==> src/rtl/hazard_forward_unit_pkg.sv <==
// Shared definitions for the hazard/forwarding unit: forwarding select encoding
// and default widths.
package hazard_forward_unit_pkg;

    localparam int unsigned NB_REG_ADDR_DEFAULT  = 5;
    localparam int unsigned NB_FWD_SEL           = 2;
    localparam int unsigned NB_STALL_CNT_DEFAULT = 16;

    // Encoding 3 is reserved and never driven.
    typedef enum logic [NB_FWD_SEL-1:0] {
        FWD_REGFILE = 2'd0,
        FWD_MEM     = 2'd1,
        FWD_WB      = 2'd2
    } fwd_sel_e;

endpackage

==> src/rtl/hazard_forward_unit_if.sv <==
// Pipeline-side signal bundle of the hazard/forwarding unit. The master drives the
// pipeline register contents; the slave is the unit itself.
interface hazard_forward_unit_if
    import hazard_forward_unit_pkg::*;
#(
    parameter int unsigned NB_REG_ADDR  = NB_REG_ADDR_DEFAULT,
    parameter int unsigned NB_STALL_CNT = NB_STALL_CNT_DEFAULT
);
    logic                    i_valid;
    logic [NB_REG_ADDR-1:0]  i_id_rs;
    logic [NB_REG_ADDR-1:0]  i_id_rt;
    logic                    i_id_use_rs;
    logic                    i_id_use_rt;
    logic                    i_id_branch;
    logic                    i_ex_we;
    logic                    i_ex_re;
    logic [NB_REG_ADDR-1:0]  i_ex_rd;
    logic                    i_mem_we;
    logic                    i_mem_re;
    logic [NB_REG_ADDR-1:0]  i_mem_rd;
    logic                    i_wb_we;
    logic [NB_REG_ADDR-1:0]  i_wb_rd;
    logic                    i_cnt_clr;
    logic                    o_stall;
    logic [NB_FWD_SEL-1:0]   o_fwd_ex_a;
    logic [NB_FWD_SEL-1:0]   o_fwd_ex_b;
    logic [NB_FWD_SEL-1:0]   o_fwd_id_a;
    logic [NB_FWD_SEL-1:0]   o_fwd_id_b;
    logic [NB_STALL_CNT-1:0] o_stall_cycles;

    modport master (
        output i_valid, i_id_rs, i_id_rt, i_id_use_rs, i_id_use_rt, i_id_branch,
               i_ex_we, i_ex_re, i_ex_rd, i_mem_we, i_mem_re, i_mem_rd,
               i_wb_we, i_wb_rd, i_cnt_clr,
        input  o_stall, o_fwd_ex_a, o_fwd_ex_b, o_fwd_id_a, o_fwd_id_b, o_stall_cycles
    );

    modport slave (
        input  i_valid, i_id_rs, i_id_rt, i_id_use_rs, i_id_use_rt, i_id_branch,
               i_ex_we, i_ex_re, i_ex_rd, i_mem_we, i_mem_re, i_mem_rd,
               i_wb_we, i_wb_rd, i_cnt_clr,
        output o_stall, o_fwd_ex_a, o_fwd_ex_b, o_fwd_id_a, o_fwd_id_b, o_stall_cycles
    );

endinterface

==> src/rtl/hazard_forward_unit_fwd_select.sv <==
// fwd_select: two-source priority forwarding selector (MEM over WB); a zero source
// address never forwards.
module hazard_forward_unit_fwd_select
    import hazard_forward_unit_pkg::*;
#(
    parameter int unsigned NB_REG_ADDR = NB_REG_ADDR_DEFAULT
) (
    input  logic [NB_REG_ADDR-1:0] i_src,
    input  logic                   i_mem_we,
    input  logic [NB_REG_ADDR-1:0] i_mem_rd,
    input  logic                   i_wb_we,
    input  logic [NB_REG_ADDR-1:0] i_wb_rd,
    output fwd_sel_e               o_sel
);

    always_comb begin
        o_sel = FWD_REGFILE;
        if (i_src != '0) begin
            if (i_mem_we && (i_mem_rd == i_src)) begin
                o_sel = FWD_MEM;
            end else if (i_wb_we && (i_wb_rd == i_src)) begin
                o_sel = FWD_WB;
            end
        end
    end

endmodule

==> src/rtl/hazard_forward_unit.sv <==
// Load-use / branch hazard detection, operand forwarding and stall-cycle counter.
// HAZARD_FORWARD_EN enables forwarding; without it selects are 0 and RAW hazards stall.
module hazard_forward_unit
    import hazard_forward_unit_pkg::*;
#(
    parameter int unsigned NB_REG_ADDR  = NB_REG_ADDR_DEFAULT,
    parameter int unsigned NB_STALL_CNT = NB_STALL_CNT_DEFAULT
) (
    input  logic                 i_clock,
    input  logic                 i_reset_n,
    hazard_forward_unit_if.slave bus
);

`ifdef HAZARD_FORWARD_EN
    localparam bit FwdEn = 1'b1;
`else
    localparam bit FwdEn = 1'b0;
`endif

    localparam logic [NB_STALL_CNT-1:0] CntOne = NB_STALL_CNT'(1);

    logic [NB_REG_ADDR-1:0]  id_rs_eff, id_rt_eff, id_br_rs, id_br_rt;
    logic [NB_REG_ADDR-1:0]  ex_rs_q, ex_rt_q;
    logic [NB_STALL_CNT-1:0] cnt_q, cnt_d;
    logic                    ex_hit, mem_hit, stall;
    logic                    mem_fwd_we, wb_fwd_we;
    fwd_sel_e                fwd_ex_a, fwd_ex_b, fwd_id_a, fwd_id_b;

    function automatic logic hit(logic [NB_REG_ADDR-1:0] rd, logic [NB_REG_ADDR-1:0] src);
        return (src != '0) && (rd == src);
    endfunction

    assign id_rs_eff = bus.i_id_use_rs ? bus.i_id_rs : '0;
    assign id_rt_eff = bus.i_id_use_rt ? bus.i_id_rt : '0;
    assign ex_hit    = hit(bus.i_ex_rd, id_rs_eff) || hit(bus.i_ex_rd, id_rt_eff);
    assign mem_hit   = hit(bus.i_mem_rd, id_rs_eff) || hit(bus.i_mem_rd, id_rt_eff);

    // Without forwarding every in-flight writer of an ID source must drain first.
    assign stall = (bus.i_ex_re && ex_hit)
                 || (bus.i_id_branch && bus.i_ex_we && ex_hit)
                 || (bus.i_id_branch && bus.i_mem_re && mem_hit)
                 || (!FwdEn && ((bus.i_ex_we && ex_hit) || (bus.i_mem_we && mem_hit)));

    // A load in MEM has no result yet, so it is never a forwarding source.
    assign mem_fwd_we = FwdEn && bus.i_mem_we && !bus.i_mem_re;
    assign wb_fwd_we  = FwdEn && bus.i_wb_we;
    assign id_br_rs   = bus.i_id_branch ? id_rs_eff : '0;
    assign id_br_rt   = bus.i_id_branch ? id_rt_eff : '0;

    hazard_forward_unit_fwd_select #(.NB_REG_ADDR(NB_REG_ADDR)) u_sel_ex_a (
        .i_src(ex_rs_q), .i_mem_we(mem_fwd_we), .i_mem_rd(bus.i_mem_rd),
        .i_wb_we(wb_fwd_we), .i_wb_rd(bus.i_wb_rd), .o_sel(fwd_ex_a)
    );
    hazard_forward_unit_fwd_select #(.NB_REG_ADDR(NB_REG_ADDR)) u_sel_ex_b (
        .i_src(ex_rt_q), .i_mem_we(mem_fwd_we), .i_mem_rd(bus.i_mem_rd),
        .i_wb_we(wb_fwd_we), .i_wb_rd(bus.i_wb_rd), .o_sel(fwd_ex_b)
    );
    hazard_forward_unit_fwd_select #(.NB_REG_ADDR(NB_REG_ADDR)) u_sel_id_a (
        .i_src(id_br_rs), .i_mem_we(mem_fwd_we), .i_mem_rd(bus.i_mem_rd),
        .i_wb_we(wb_fwd_we), .i_wb_rd(bus.i_wb_rd), .o_sel(fwd_id_a)
    );
    hazard_forward_unit_fwd_select #(.NB_REG_ADDR(NB_REG_ADDR)) u_sel_id_b (
        .i_src(id_br_rt), .i_mem_we(mem_fwd_we), .i_mem_rd(bus.i_mem_rd),
        .i_wb_we(wb_fwd_we), .i_wb_rd(bus.i_wb_rd), .o_sel(fwd_id_b)
    );

    always_comb begin
        cnt_d = cnt_q;
        if (bus.i_valid) begin
            if (bus.i_cnt_clr) begin
                cnt_d = '0;
            end else if (stall && (cnt_q != '1)) begin
                cnt_d = cnt_q + CntOne;
            end
        end
    end

    always_ff @(posedge i_clock or negedge i_reset_n) begin
        if (!i_reset_n) begin
            ex_rs_q <= '0;
            ex_rt_q <= '0;
            cnt_q   <= '0;
        end else begin
            cnt_q <= cnt_d;
            if (bus.i_valid) begin
                ex_rs_q <= stall ? '0 : id_rs_eff;
                ex_rt_q <= stall ? '0 : id_rt_eff;
            end
        end
    end

    assign bus.o_stall        = stall;
    assign bus.o_fwd_ex_a     = fwd_ex_a;
    assign bus.o_fwd_ex_b     = fwd_ex_b;
    assign bus.o_fwd_id_a     = fwd_id_a;
    assign bus.o_fwd_id_b     = fwd_id_b;
    assign bus.o_stall_cycles = cnt_q;

endmodule

==> src/flat_wrapper.sv <==
// flat-port wrapper written by rule: the top's interface ports become plain ports
module hazard_forward_unit_flat import hazard_forward_unit_pkg::*;
#(
    parameter int unsigned NB_REG_ADDR  = NB_REG_ADDR_DEFAULT,
    parameter int unsigned NB_STALL_CNT = NB_STALL_CNT_DEFAULT
)
  (i_clock, i_reset_n, bus_i_valid, bus_i_id_rs, bus_i_id_rt, bus_i_id_use_rs, bus_i_id_use_rt, bus_i_id_branch, bus_i_ex_we, bus_i_ex_re, bus_i_ex_rd, bus_i_mem_we, bus_i_mem_re, bus_i_mem_rd, bus_i_wb_we, bus_i_wb_rd, bus_i_cnt_clr, bus_o_stall, bus_o_fwd_ex_a, bus_o_fwd_ex_b, bus_o_fwd_id_a, bus_o_fwd_id_b, bus_o_stall_cycles);
  hazard_forward_unit_if #(.NB_REG_ADDR(NB_REG_ADDR), .NB_STALL_CNT(NB_STALL_CNT)) bus_i ();
  input  logic i_clock;
  input  logic i_reset_n;
  input wire logic [$bits(bus_i.i_valid)-1:0] bus_i_valid;
  input wire logic [$bits(bus_i.i_id_rs)-1:0] bus_i_id_rs;
  input wire logic [$bits(bus_i.i_id_rt)-1:0] bus_i_id_rt;
  input wire logic [$bits(bus_i.i_id_use_rs)-1:0] bus_i_id_use_rs;
  input wire logic [$bits(bus_i.i_id_use_rt)-1:0] bus_i_id_use_rt;
  input wire logic [$bits(bus_i.i_id_branch)-1:0] bus_i_id_branch;
  input wire logic [$bits(bus_i.i_ex_we)-1:0] bus_i_ex_we;
  input wire logic [$bits(bus_i.i_ex_re)-1:0] bus_i_ex_re;
  input wire logic [$bits(bus_i.i_ex_rd)-1:0] bus_i_ex_rd;
  input wire logic [$bits(bus_i.i_mem_we)-1:0] bus_i_mem_we;
  input wire logic [$bits(bus_i.i_mem_re)-1:0] bus_i_mem_re;
  input wire logic [$bits(bus_i.i_mem_rd)-1:0] bus_i_mem_rd;
  input wire logic [$bits(bus_i.i_wb_we)-1:0] bus_i_wb_we;
  input wire logic [$bits(bus_i.i_wb_rd)-1:0] bus_i_wb_rd;
  input wire logic [$bits(bus_i.i_cnt_clr)-1:0] bus_i_cnt_clr;
  output wire logic [$bits(bus_i.o_stall)-1:0] bus_o_stall;
  output wire logic [$bits(bus_i.o_fwd_ex_a)-1:0] bus_o_fwd_ex_a;
  output wire logic [$bits(bus_i.o_fwd_ex_b)-1:0] bus_o_fwd_ex_b;
  output wire logic [$bits(bus_i.o_fwd_id_a)-1:0] bus_o_fwd_id_a;
  output wire logic [$bits(bus_i.o_fwd_id_b)-1:0] bus_o_fwd_id_b;
  output wire logic [$bits(bus_i.o_stall_cycles)-1:0] bus_o_stall_cycles;
  assign bus_i.i_valid = bus_i_valid;
  assign bus_i.i_id_rs = bus_i_id_rs;
  assign bus_i.i_id_rt = bus_i_id_rt;
  assign bus_i.i_id_use_rs = bus_i_id_use_rs;
  assign bus_i.i_id_use_rt = bus_i_id_use_rt;
  assign bus_i.i_id_branch = bus_i_id_branch;
  assign bus_i.i_ex_we = bus_i_ex_we;
  assign bus_i.i_ex_re = bus_i_ex_re;
  assign bus_i.i_ex_rd = bus_i_ex_rd;
  assign bus_i.i_mem_we = bus_i_mem_we;
  assign bus_i.i_mem_re = bus_i_mem_re;
  assign bus_i.i_mem_rd = bus_i_mem_rd;
  assign bus_i.i_wb_we = bus_i_wb_we;
  assign bus_i.i_wb_rd = bus_i_wb_rd;
  assign bus_i.i_cnt_clr = bus_i_cnt_clr;
  assign bus_o_stall = bus_i.o_stall;
  assign bus_o_fwd_ex_a = bus_i.o_fwd_ex_a;
  assign bus_o_fwd_ex_b = bus_i.o_fwd_ex_b;
  assign bus_o_fwd_id_a = bus_i.o_fwd_id_a;
  assign bus_o_fwd_id_b = bus_i.o_fwd_id_b;
  assign bus_o_stall_cycles = bus_i.o_stall_cycles;
  hazard_forward_unit #(.NB_REG_ADDR(NB_REG_ADDR), .NB_STALL_CNT(NB_STALL_CNT)) u_core (.i_clock(i_clock), .i_reset_n(i_reset_n), .bus(bus_i));
endmodule
==> config.mk <==
export PLATFORM = sky130hd
export DESIGN_NAME = hazard_forward_unit_flat
export DESIGN_NICKNAME = d
export VERILOG_FILES = /design/src/rtl/hazard_forward_unit_pkg.sv /design/src/rtl/hazard_forward_unit_if.sv /design/src/rtl/hazard_forward_unit_fwd_select.sv /design/src/rtl/hazard_forward_unit.sv /design/src/flat_wrapper.sv
export SDC_FILE = /design/constraint.sdc
export NUM_CORES = 1
export LEC_CHECK = 0
export ABC_AREA = 1
export CORE_UTILIZATION = 53
export CTS_CLUSTER_DIAMETER = 40
export DETAILED_ROUTE_END_ITERATION = 7
export GPL_ROUTABILITY_DRIVEN = 1
export GPL_TIMING_DRIVEN = 0
export MAX_ROUTING_LAYER = met4
export PLACE_DENSITY_LB_ADDON = 0.08
export REMOVE_ABC_BUFFERS = 1
export SETUP_SLACK_MARGIN = 0.15
export SYNTH_ARGS = -nofsm -noshare
export SYNTH_HDL_FRONTEND = slang
export SYNTH_HIERARCHICAL = 1
export SYNTH_SLANG_ARGS = --single-unit
export TNS_END_PERCENT = 1
==> constraint.sdc <==
create_clock -name i_clock -period 5 [get_ports i_clock]
set_input_delay 1 -clock i_clock [delete_from_list [all_inputs] [get_ports i_clock]]
set_output_delay 1 -clock i_clock [all_outputs]
set_load 0.01 [all_outputs]
==> impl_metrics.env <==
export IMPL_outcome="finished, final reports clean"
export IMPL_cts_buffer_depth=2
export IMPL_holdBufCountCts=0
export IMPL_postCtsSetupRepairBufs=0
export IMPL_synth_distinct_cells=31
export IMPL_route_detailed_wl_per_inst_um=11.7
export IMPL_vdd_drop_max_mv=0.142
export IMPL_antenna_found_initial=0
export IMPL_tns_ps=0
export IMPL_grt_overflow=0
export IMPL_first_pass_iters=5
export IMPL_critPathMaxFanout=13
export IMPL_endpoint_kind="output port"
export IMPL_die_h_um=76.1
export IMPL_die_area_um2=5790
export IMPL_seq_area_frac_synth_pct=22.3
export IMPL_critPathLaunchType="primary input"
export IMPL_path_cells="clkdlybuf4s50_1 > nand2_1 > nand2_1 > nand4_1 > nor2_1 > nand2_1 > nand2_1 > nand2_2 > nand2_4 > clkdlybuf4s50_1"
export IMPL_fmax_ghz=0.228
export IMPL_grt_pass1_wl_um=13000
export IMPL_drive_gt1_share_pct=6.90
export IMPL_powerDensity_nw_per_um2=171
export IMPL_maxSlewViolCount=0
export IMPL_n_antenna_cell=0
export IMPL_fin_nets=620
export IMPL_wirelength_um=7600
export IMPL_grt_max_degree=38
export IMPL_worst_path_max_delay_cell="clkdlybuf4s50_1"
export IMPL_cts_tree="yes"
export IMPL_syn_avg_cell_area_um2=5.51
export IMPL_cts_buffers=3
export IMPL_place_congestion=0.911
export IMPL_die_width_um=76.1
export IMPL_ant_nets=0
export IMPL_rsz0062_at_grt="false"
export IMPL_cts_sinks=26
export IMPL_ys_ff_latch=26
export IMPL_area_delta_synth_final_pct=20.9
export IMPL_power_leakage_nw=1.88
export IMPL_criticalPathCategory="primary input to output port"
export IMPL_hold_viol=0
export IMPL_boundaryPins=62
export IMPL_skew_ps=2.40
export IMPL_whs_ps=547
export IMPL_timing_slew_headroom_pct=13.9
export IMPL_vias=3231
export IMPL_finalCritPeriodShare_pct=87.8
export IMPL_min_period_ps=4390
export IMPL_post_cts_resized=0
export IMPL_route_detailed_drc=0
export IMPL_ys_warn_count=6
export IMPL_hpwlAfterDp_um=5770
export IMPL_grt_pass1_vias=2862
export IMPL_syn_inst=528
export IMPL_grt_usage_pct=27.7
export IMPL_detail_route_iter0_violations=172
export IMPL_core_area_um2=5200
export IMPL_insertion_delay_ps=270
export IMPL_hp_class="register to register"
export IMPL_htree_levels=1
export IMPL_row_count=26
export IMPL_setup_violations=0
export IMPL_portBuffers=52
export IMPL_arrival_ps=3390
export IMPL_crit_top_cell="nand2_1"
export IMPL_clk_pin_slew_ps=80
export IMPL_nFillCells=517
export IMPL_start_util_pct=55.9
export IMPL_cp_required_ps=4000
export IMPL_via_per_inst=4.97
export IMPL_max_stage_delay_ps=810
export IMPL_cts_root_buf="clkbuf_8"
export IMPL_maxCapViolations=0
export IMPL_syn_area_um2=2910
export IMPL_tightest_slew_ps=1290
==> report_power, final <==
group / switching (W) / total [W] / leakage [nW] / internal, W
Combinational: 0.000135 / 0.000232 / 1.51 / 0.0000977
Sequential: 0.0000257 / 0.000252 / 0.349 / 0.000226
Clock: 0.0000634 / 0.000117 / 0.0216 / 0.0000540
==> cell usage after synthesis <==
cell type | number | area (um^2)
xor2_1 | 12 | 105
nor2_1 | 76 | 285
nand2_2 | 11 | 68.8
a21o_1 | 1 | 7.51
nand2_1 | 193 | 724
buf_1 | 1 | 3.75
a211oi_1 | 1 | 7.51
ha_1 | 1 | 12.5
o21ai_0 | 4 | 20.0
o21bai_1 | 1 | 7.51
inv_2 | 12 | 45.0
dfrtp_1 | 26 | 651
buf_6 | 3 | 33.8
o22ai_1 | 7 | 43.8
clkbuf_1 | 2 | 7.51
nor3b_1 | 3 | 22.5
nand3_1 | 57 | 285
nor3_2 | 4 | 40.0
conb_1 | 1 | 3.75
nor2_2 | 4 | 25.0
nor3_1 | 3 | 15.0
nand3b_1 | 1 | 7.51
xnor2_1 | 8 | 70.1
nand4_1 | 4 | 25.0
nand2_4 | 5 | 56.3
buf_4 | 1 | 7.51
or2_2 | 1 | 6.26
a21oi_1 | 1 | 5.00
buf_2 | 3 | 15.0
clkinv_1 | 5 | 18.8
inv_1 | 76 | 285
==> layer usage <==
metal	wire length (um)	track usage, %	up-vias
li1	-	-	1695
met5	0	-	-
met3	517	2.99	6
met1	3780	39.7	1420
met2	3270	43.3	110
met4	37	2.88	0
==> sequential cells by signal, summed over array words and instances (netlist names) <==
register / count
u_core/bus.o_stall_cycles: 16
u_core/ex_rs_q: 5
u_core/ex_rt_q: 5
==> cell families (layout without fill, tap and decap cells) <==
group	count (synthesis)	in the layout	share of synthesized area (%)
and+or+nand+nor	362	362	53.6
buffers and inverters	103	148	14.3
DFF	26	26	22.3
xor gates and xnor gates	20	20	6.02
AOI/OAI and AO/OA	15	15	3.14
adders and majority gates	1	1	0.430
other	1	8	0.129
==> area by class of cell <==
cell class,count,area [um^2],share of cell area (%)
clock buffer,3,41.3,1.17
inverter,93,349,9.92
multi-input combinational,406,1870,53.1
sequential,26,651,18.5
tap,70,87.6,2.49
timing repair buffer,52,520,14.8
==> path summary, 6_finish.rpt <==
kind	startpoint	to	slack (ps)	cells past startpoint
max in group asynchronous	i_reset_n	u_core/ex_rs_q[3]$_DFFE_PN0P_	2930	1
setup / recovery	bus_i_id_use_rt	bus_o_stall	610	10
min in group asynchronous	i_reset_n	u_core/bus.o_stall_cycles[13]$_DFFE_PN0P_	1360	1
hold / removal	u_core/bus.o_stall_cycles[12]$_DFFE_PN0P_	u_core/bus.o_stall_cycles[12]$_DFFE_PN0P_	550	2
hold reg to reg	u_core/bus.o_stall_cycles[12]$_DFFE_PN0P_	u_core/bus.o_stall_cycles[12]$_DFFE_PN0P_	550	2
setup reg to reg	u_core/bus.o_stall_cycles[0]$_DFFE_PN0P_	u_core/bus.o_stall_cycles[3]$_DFFE_PN0P_	2730	11
==> worst max-delay path: cells and delay by family <==
kind | cells | cell delay [ps]
simple gates | 8 | 1020
buf+inv | 2 | 1370
==> cell usage in the layout (no fill, tap or decap), types with 7 or more instances in the layout <==
cell             netlist  final
nand3_1               57     57
inv_1                 76     76
dfrtp_1               26     26
nand2_2               11     11
nor2_1                76     76
clkdlybuf4s50_1        0     52
xnor2_1                8      8
conb_1                 1      8
o22ai_1                7      7
xor2_1                12     12
inv_2                 12     12
nand2_1              193    193
==> stage by stage <==
stage | total power [W] | std cells | util, % | area, um^2 | setup WS (ps)
after floorplan | 0.000382 | 525 | - | 2870 | 2320
after global placement | 0.000479 | 647 | 66.8 | 3480 | 660
after detailed placement | 0.000485 | 647 | 66.8 | 3480 | 641
after CTS | 0.000604 | 650 | 67.6 | 3520 | 636
after global routing | 0.000650 | 650 | 67.6 | 3520 | 445
final | 0.000602 | 650 | 67.6 | 3520 | 612
No activity file was read; power rests on OpenSTA's default activity.
